--- config.mk ---
export PLATFORM = sky130hd
export DESIGN_NAME = neigh_fifo_reader
export DESIGN_NICKNAME = d
export VERILOG_FILES = /design/src/rtl/neigh_fifo_reader_pkg.sv /design/src/rtl/neigh_fifo_reader_rd_buf.sv /design/src/rtl/neigh_fifo_reader.sv
export SDC_FILE = /design/constraint.sdc
export NUM_CORES = 1
export LEC_CHECK = 0
export BUFFER_PORTS_ARGS = -buffer_cell sky130_fd_sc_hd__buf_2
export CAP_MARGIN = 20
export CELL_PAD_IN_SITES_DETAIL_PLACEMENT = 1
export CELL_PAD_IN_SITES_GLOBAL_PLACEMENT = 1
export CORE_UTILIZATION = 43
export CTS_CLUSTER_DIAMETER = 30
export CTS_CLUSTER_SIZE = 20
export DETAILED_ROUTE_END_ITERATION = 12
export GPL_TIMING_DRIVEN = 0
export PLACE_DENSITY = 0.82
export SLEW_MARGIN = 20
export SYNTH_ARGS = -nofsm -noshare
export SYNTH_HDL_FRONTEND = slang
export SYNTH_SLANG_ARGS = --single-unit
--- constraint.sdc ---
create_clock -name clk -period 2.75 [get_ports clk]
set_input_delay 0.825 -clock clk [delete_from_list [all_inputs] [get_ports clk]]
set_output_delay 0.825 -clock clk [all_outputs]
set_load 0.02 [all_outputs]
--- src/rtl/neigh_fifo_reader_pkg.sv ---
// Shared definitions for the neighbour-link read engine and its bus-arbiter siblings.
package neigh_fifo_reader_pkg;

    localparam int unsigned NFR_LEN   = 16;
    localparam int unsigned NFR_CNT_W = 8;

    typedef enum logic [1:0] {
        ST_IDLE = 2'd0,
        ST_REQ  = 2'd1,
        ST_WAIT = 2'd2
    } nfr_state_e;

endpackage

--- src/rtl/neigh_fifo_reader_rd_buf.sv ---
// Two-entry valid/ready buffer between the FIFO capture path and the consumer.
module neigh_rd_buf #(
    parameter int unsigned W = 16
) (
    input  logic         clk,
    input  logic         rstn,
    input  logic         push,
    input  logic [W-1:0] push_data,
    input  logic         pop,
    output logic [W-1:0] head_data,
    output logic         full,
    output logic [1:0]   count
);

    logic [W-1:0] head_q, head_d;
    logic [W-1:0] tail_q, tail_d;
    logic [1:0]   count_q, count_d;
    logic         pop_ok;

    // Pop is applied first so a push on a full buffer with a pop lands in the tail.
    always_comb begin
        head_d  = head_q;
        tail_d  = tail_q;
        count_d = count_q;
        pop_ok  = pop && (count_q != 2'd0);
        if (pop_ok) begin
            head_d  = tail_q;
            count_d = count_q - 2'd1;
        end
        if (push) begin
            if (count_d == 2'd0) begin
                head_d  = push_data;
                count_d = 2'd1;
            end else if (count_d == 2'd1) begin
                tail_d  = push_data;
                count_d = 2'd2;
            end
        end
    end

    always_ff @(posedge clk or negedge rstn) begin
        if (!rstn) begin
            head_q  <= '0;
            tail_q  <= '0;
            count_q <= '0;
        end else begin
            head_q  <= head_d;
            tail_q  <= tail_d;
            count_q <= count_d;
        end
    end

    assign head_data = head_q;
    assign count     = count_q;
    assign full      = (count_q == 2'd2);

endmodule

--- src/rtl/neigh_fifo_reader.sv ---
// Burst read engine for a neighbour FIFO: one outstanding single-word request,
// stall-safe capture of returned words, and a 2-entry output buffer.
module neigh_fifo_reader
    import neigh_fifo_reader_pkg::*;
#(
    parameter int unsigned LEN       = NFR_LEN,
    parameter int unsigned CNT_W     = NFR_CNT_W,
    parameter int unsigned RETRY_CYC = 2
) (
    input  logic             clk,
    input  logic             rstn,
    input  logic             stall,
    input  logic             cmd_valid,
    input  logic [CNT_W-1:0] cmd_count,
    output logic             cmd_ready,
    output logic             rd_rqst,
    input  logic [LEN-1:0]   fifo_data,
    input  logic             fifo_data_valid,
    output logic [LEN-1:0]   out_data,
    output logic             out_valid,
    input  logic             out_ready,
    output logic             busy,
    output logic             done
);

    localparam int unsigned RW = $clog2(RETRY_CYC + 1);

    nfr_state_e     state_q, state_d;
    logic [CNT_W-1:0] rem_q, rem_d;
    logic [RW-1:0]  retry_q, retry_d;
    logic           got_word_q, got_word_d;
    logic           valid_q, stall_q;
    logic           new_word, got, rd_rqst_c, done_c;
    logic           buf_full;
    logic [1:0]     buf_count;

    // A word held on the bus by stall was already seen in the cycle it first appeared.
    assign new_word = fifo_data_valid && !(valid_q && stall_q);
    assign got      = got_word_q || new_word;

    always_comb begin
        state_d    = state_q;
        rem_d      = rem_q;
        retry_d    = retry_q;
        got_word_d = got_word_q || new_word;
        rd_rqst_c  = 1'b0;
        done_c     = 1'b0;
        case (state_q)
            ST_IDLE: begin
                if (cmd_valid) begin
                    if (cmd_count != '0) begin
                        rem_d   = cmd_count;
                        state_d = ST_REQ;
                    end else begin
                        done_c = 1'b1;
                    end
                end
            end
            ST_REQ: begin
                rd_rqst_c = !buf_full;
                if (!stall && !buf_full) begin
                    state_d = ST_WAIT;
                    retry_d = '0;
                end
            end
            ST_WAIT: begin
                if (!stall) begin
                    if (got) begin
                        rem_d = rem_q - CNT_W'(1);
                        if (rem_q == CNT_W'(1)) begin
                            state_d = ST_IDLE;
                            done_c  = 1'b1;
                        end else begin
                            state_d = ST_REQ;
                        end
                    end else begin
                        retry_d = retry_q + RW'(1);
                        if (retry_d >= RW'(RETRY_CYC)) state_d = ST_REQ;
                    end
                end
            end
            default: state_d = ST_IDLE;
        endcase
        if ((state_d == ST_REQ && state_q != ST_REQ) ||
            (state_q == ST_WAIT && state_d == ST_IDLE)) begin
            got_word_d = 1'b0;
        end
    end

    always_ff @(posedge clk or negedge rstn) begin
        if (!rstn) begin
            state_q    <= ST_IDLE;
            rem_q      <= '0;
            retry_q    <= '0;
            got_word_q <= 1'b0;
            valid_q    <= 1'b0;
            stall_q    <= 1'b0;
        end else begin
            state_q    <= state_d;
            rem_q      <= rem_d;
            retry_q    <= retry_d;
            got_word_q <= got_word_d;
            valid_q    <= fifo_data_valid;
            stall_q    <= stall;
        end
    end

    neigh_rd_buf #(.W(LEN)) u_buf (
        .clk       (clk),
        .rstn      (rstn),
        .push      (new_word),
        .push_data (fifo_data),
        .pop       (out_valid && out_ready),
        .head_data (out_data),
        .full      (buf_full),
        .count     (buf_count)
    );

    assign out_valid = (buf_count != 2'd0);
    assign rd_rqst   = rd_rqst_c;
    assign done      = done_c;
    assign cmd_ready = (state_q == ST_IDLE);
    assign busy      = (state_q != ST_IDLE);

    a_word_only_in_wait: assert property (@(posedge clk) disable iff (!rstn)
        new_word |-> (state_q == ST_WAIT));

endmodule
==> impl_metrics.ini <==
[critical_path]
worstPathBufferInverterCount = 3
cp_max_fo = 2
slowest_stage = o32ai_2
critical_path.most_common_cell = buf_4
crit_family = compound AO/OA/AOI/OAI gates
timing.reg2reg.setup_slack_ps = 190
crit_required_ps = 1930
cp_data_arrival_time_ps = 1850
slowest_delay_ps = 280
timing.critical_path.to_type = output pin
worstSetupStartpointType = input port
worstSetupPathType = input port to output pin
critical_path_cell_by_cell = buf_2, a21boi_2, buf_4, o2111ai_1, o32ai_2, buf_4

[sta]
fin_skew_ps = 9.26
hold_viol_final = 0
period_minus_slack_ps = 2670
max_clock_freq_ghz = 0.374
period_share_pct = 97.2
final_setup_vio_count = 0
slew_at_the_pin_with_the_worst_max_slew_slack_ps = 634
final_max_slew_viol_count = 0
slew_headroom_pct = 57.8

[clock_tree]
tritoncts_clock_tree = built
worstSkewPairLatency_ps = 300
cts_sinks = 49
max-clock-path-buffers = 2
number_of_cts_inserted_buffers = 5
cts.reportedPaths.clkPinSlew_ps = 80
clock-root-buffer = clkbuf_8
hold_buffers = 0
htree_num_levels = 2

[detailed_routing]
detail_route.first_pass.iterations = 4
wl_um = 5680
via_count_normalized_by_instance_count = 5.43
detail_route.iter0.violations = 75
route.detailed.drc = 0
drtAntennaViolNets = 0
route.vias.total = 1922
wl_per_cell_um = 16.0

[synth]
post_synth_edffs = 0
synthesis.area_per_instance_um2 = 11.3
yosys_register_bits = 49
yosys.cell_types.count = 48
yosysSeqAreaShare_pct = 48.6
ys_dominant_reg_cell = dfrtp_1
yosys_warnings = 0
synth-async-reset-ratio_pct = 100
mapped_area_um2 = 2520
synthesized_instance_count = 223
synth.net_count = 260

[placed_design]
placement.cell_area_um2 = 2870
hpwlAfterDp_um = 4010
buffer_ports.inserted = 50
dp_cells = 345
place_congestion = 0.772

[finish]
post_route_cells_drive_above_1_share_pct = 35.8
regArea_um2 = 1230
final_cell_count_no_fill = 354
synthToLayoutAreaGrowth_pct = 18.3
filler_cell_count = 632
multiInputGateArea_um2 = 1230
nNetsFinal = 318
final_core_utilization_pct = 53.5
antenna-diode-count = 0
post-route-cell-area_um2 = 2980

[pwr]
worst_ir_drop_vdd_uv = 464
total_leakage_power_nw = 1.39
power_per_cell_area_nw_per_um2 = 1070

[floorplan]
ios = 51
fp.dieArea_um2 = 6180
core.rowCount = 27
die_width_um = 78.6
dieHeight_um = 78.6
floorplan.initialDensity_pct = 45.3
core-area_um2 = 5570

[global_route]
antenna_violations_before_repair = 0
grt_use_total_pct = 19.6
grt_max_degree = 50
globalRoute.totalOverflow = 0
grt_pass1_vias = 1991
grt_pass1_wl_um = 9470

[outcome]
run_status = completed

[min_path]
worstHoldPathType = flip-flop to flip-flop

[flow_run]
max_capacitance_violation_total = 0
[Yosys cell counts (all sizes together), types with 2 or more instances]
library cell / number / share of area, %
mux2i: 18 / 7.1
o2bb2a: 2 / 1.6
nor3b: 2 / 0.79
nand2b: 2 / 0.50
clkbuf: 5 / 0.74
dfrtp: 49 / 49
mux2: 19 / 8.5
a22o: 7 / 2.4
nor4: 5 / 2.7
nand2: 19 / 3.1
ha: 7 / 3.5
buf: 6 / 1.4
nor3: 4 / 0.79
nor2b: 2 / 0.50
o22ai: 3 / 0.74
o21ai: 22 / 4.4
inv: 9 / 1.3
a21oi: 7 / 1.8
o32ai: 2 / 0.69
nor2: 12 / 1.8
a21o: 2 / 0.60
[logic make-up (layout without fill, tap and decap cells)]
| group | Yosys count | in the layout | share of synthesized area [%] |
|---|---|---|---|
| AOI/OAI and AO/OA | 55 | 55 | 15.3 |
| xor gates and xnor gates | 2 | 2 | 0.695 |
| adders and majority gates | 7 | 7 | 3.47 |
| buffers and inverters | 20 | 79 | 3.47 |
| DFF | 49 | 49 | 48.6 |
| muxes | 37 | 37 | 15.6 |
| and+or+nand+nor | 53 | 53 | 12.8 |
[repair_timing]
item	in CTS	in global routing
buffers inserted	1	0
hold endpoints to repair	0	0
endpoints found under the setup margin	1	15
resized for setup	1	8
[metrics by stage]
step                setup slack, ps  power (mW)  hold slack (ps)  setup TNS (ps)
detailed placement             -142        2.76              498           -2800
global route                  -1.56        3.41              534           -1.56
CTS                            20.4        3.20              519               0
floorplan                       164        2.31              464               0
global placement              -81.0        2.68              476           -1610
finish                         77.1        3.18              513               0
[placed cells by master (no fill, tap or decap), drive strengths merged, types with 2 or more instances in the layout]
cell type,instances
o2bb2a,2
ha,7
clkbuf,11
buf,57
nor3,4
o32ai,2
nor2,12
mux2,19
o22ai,3
nor2b,2
a21o,2
o21ai,22
nor4,5
nand2,19
a22o,7
nor3b,2
dfrtp,49
mux2i,18
inv,10
nand2b,2
a21oi,7
[state kept, by name, indices dropped and copies added (netlist names)]
register         flops
got_word_q           1
rem_q                8
retry_q              2
stall_q              1
state_q              2
u_buf.count          2
u_buf.head_data     16
u_buf.tail_q        16
valid_q              1
[worst paths after layout]
kind                                                  start                      endpoint  cells after the start
min in group asynchronous                              rstn        retry_q[0]$_DFFE_PN0P_                      1
worst max register to register     u_buf.count[0]$_DFF_PN0_  u_buf.tail_q[14]$_DFFE_PN0P_                      9
worst min-delay path            u_buf.tail_q[9]$_DFFE_PN0P_   u_buf.tail_q[9]$_DFFE_PN0P_                      1
worst min register to register  u_buf.tail_q[9]$_DFFE_PN0P_   u_buf.tail_q[9]$_DFFE_PN0P_                      1
worst max-delay path                        fifo_data_valid                          done                      6
max in group asynchronous                              rstn          rem_q[5]$_DFFE_PN0P_                      1
[cell type report]
type                    instances  share of cell area (%)
inverters                       9                    1.13
plain buffers                  11                    1.93
well taps                      72                    3.02
clock buffers                   6                    2.43
flip-flops and latches         49                    41.1
clock inverters                 2                   0.461
repair buffers                 51                    8.81
multi-input cells             154                    41.1
[where the power goes]
part | switching, mW | internal, mW
clock network | 0.251 | 0.182
logic | 0.775 | 0.651
registers | 0.262 | 1.06
[worst register-to-register path, cell delays in order, from the launching register on]
cell and delay (ps):
dfrtp_1 370, inv_1 60, ha_1 220, nor2b_1 110
buf_2 270, mux2_2 420, ha_1 220, nand3b_4 130
buf_2 280, mux2_2 380
[per-layer routing]
layer	vias up	share of wire, %	GRT usage (%)
met3	7	1.8	2.33
met5	-	0	0
met4	0	1.3	6.85
met1	972	47	25.6
li1	917	-	-
met2	26	50	33.4
Note: power is estimated with default switching activity, not from simulation.
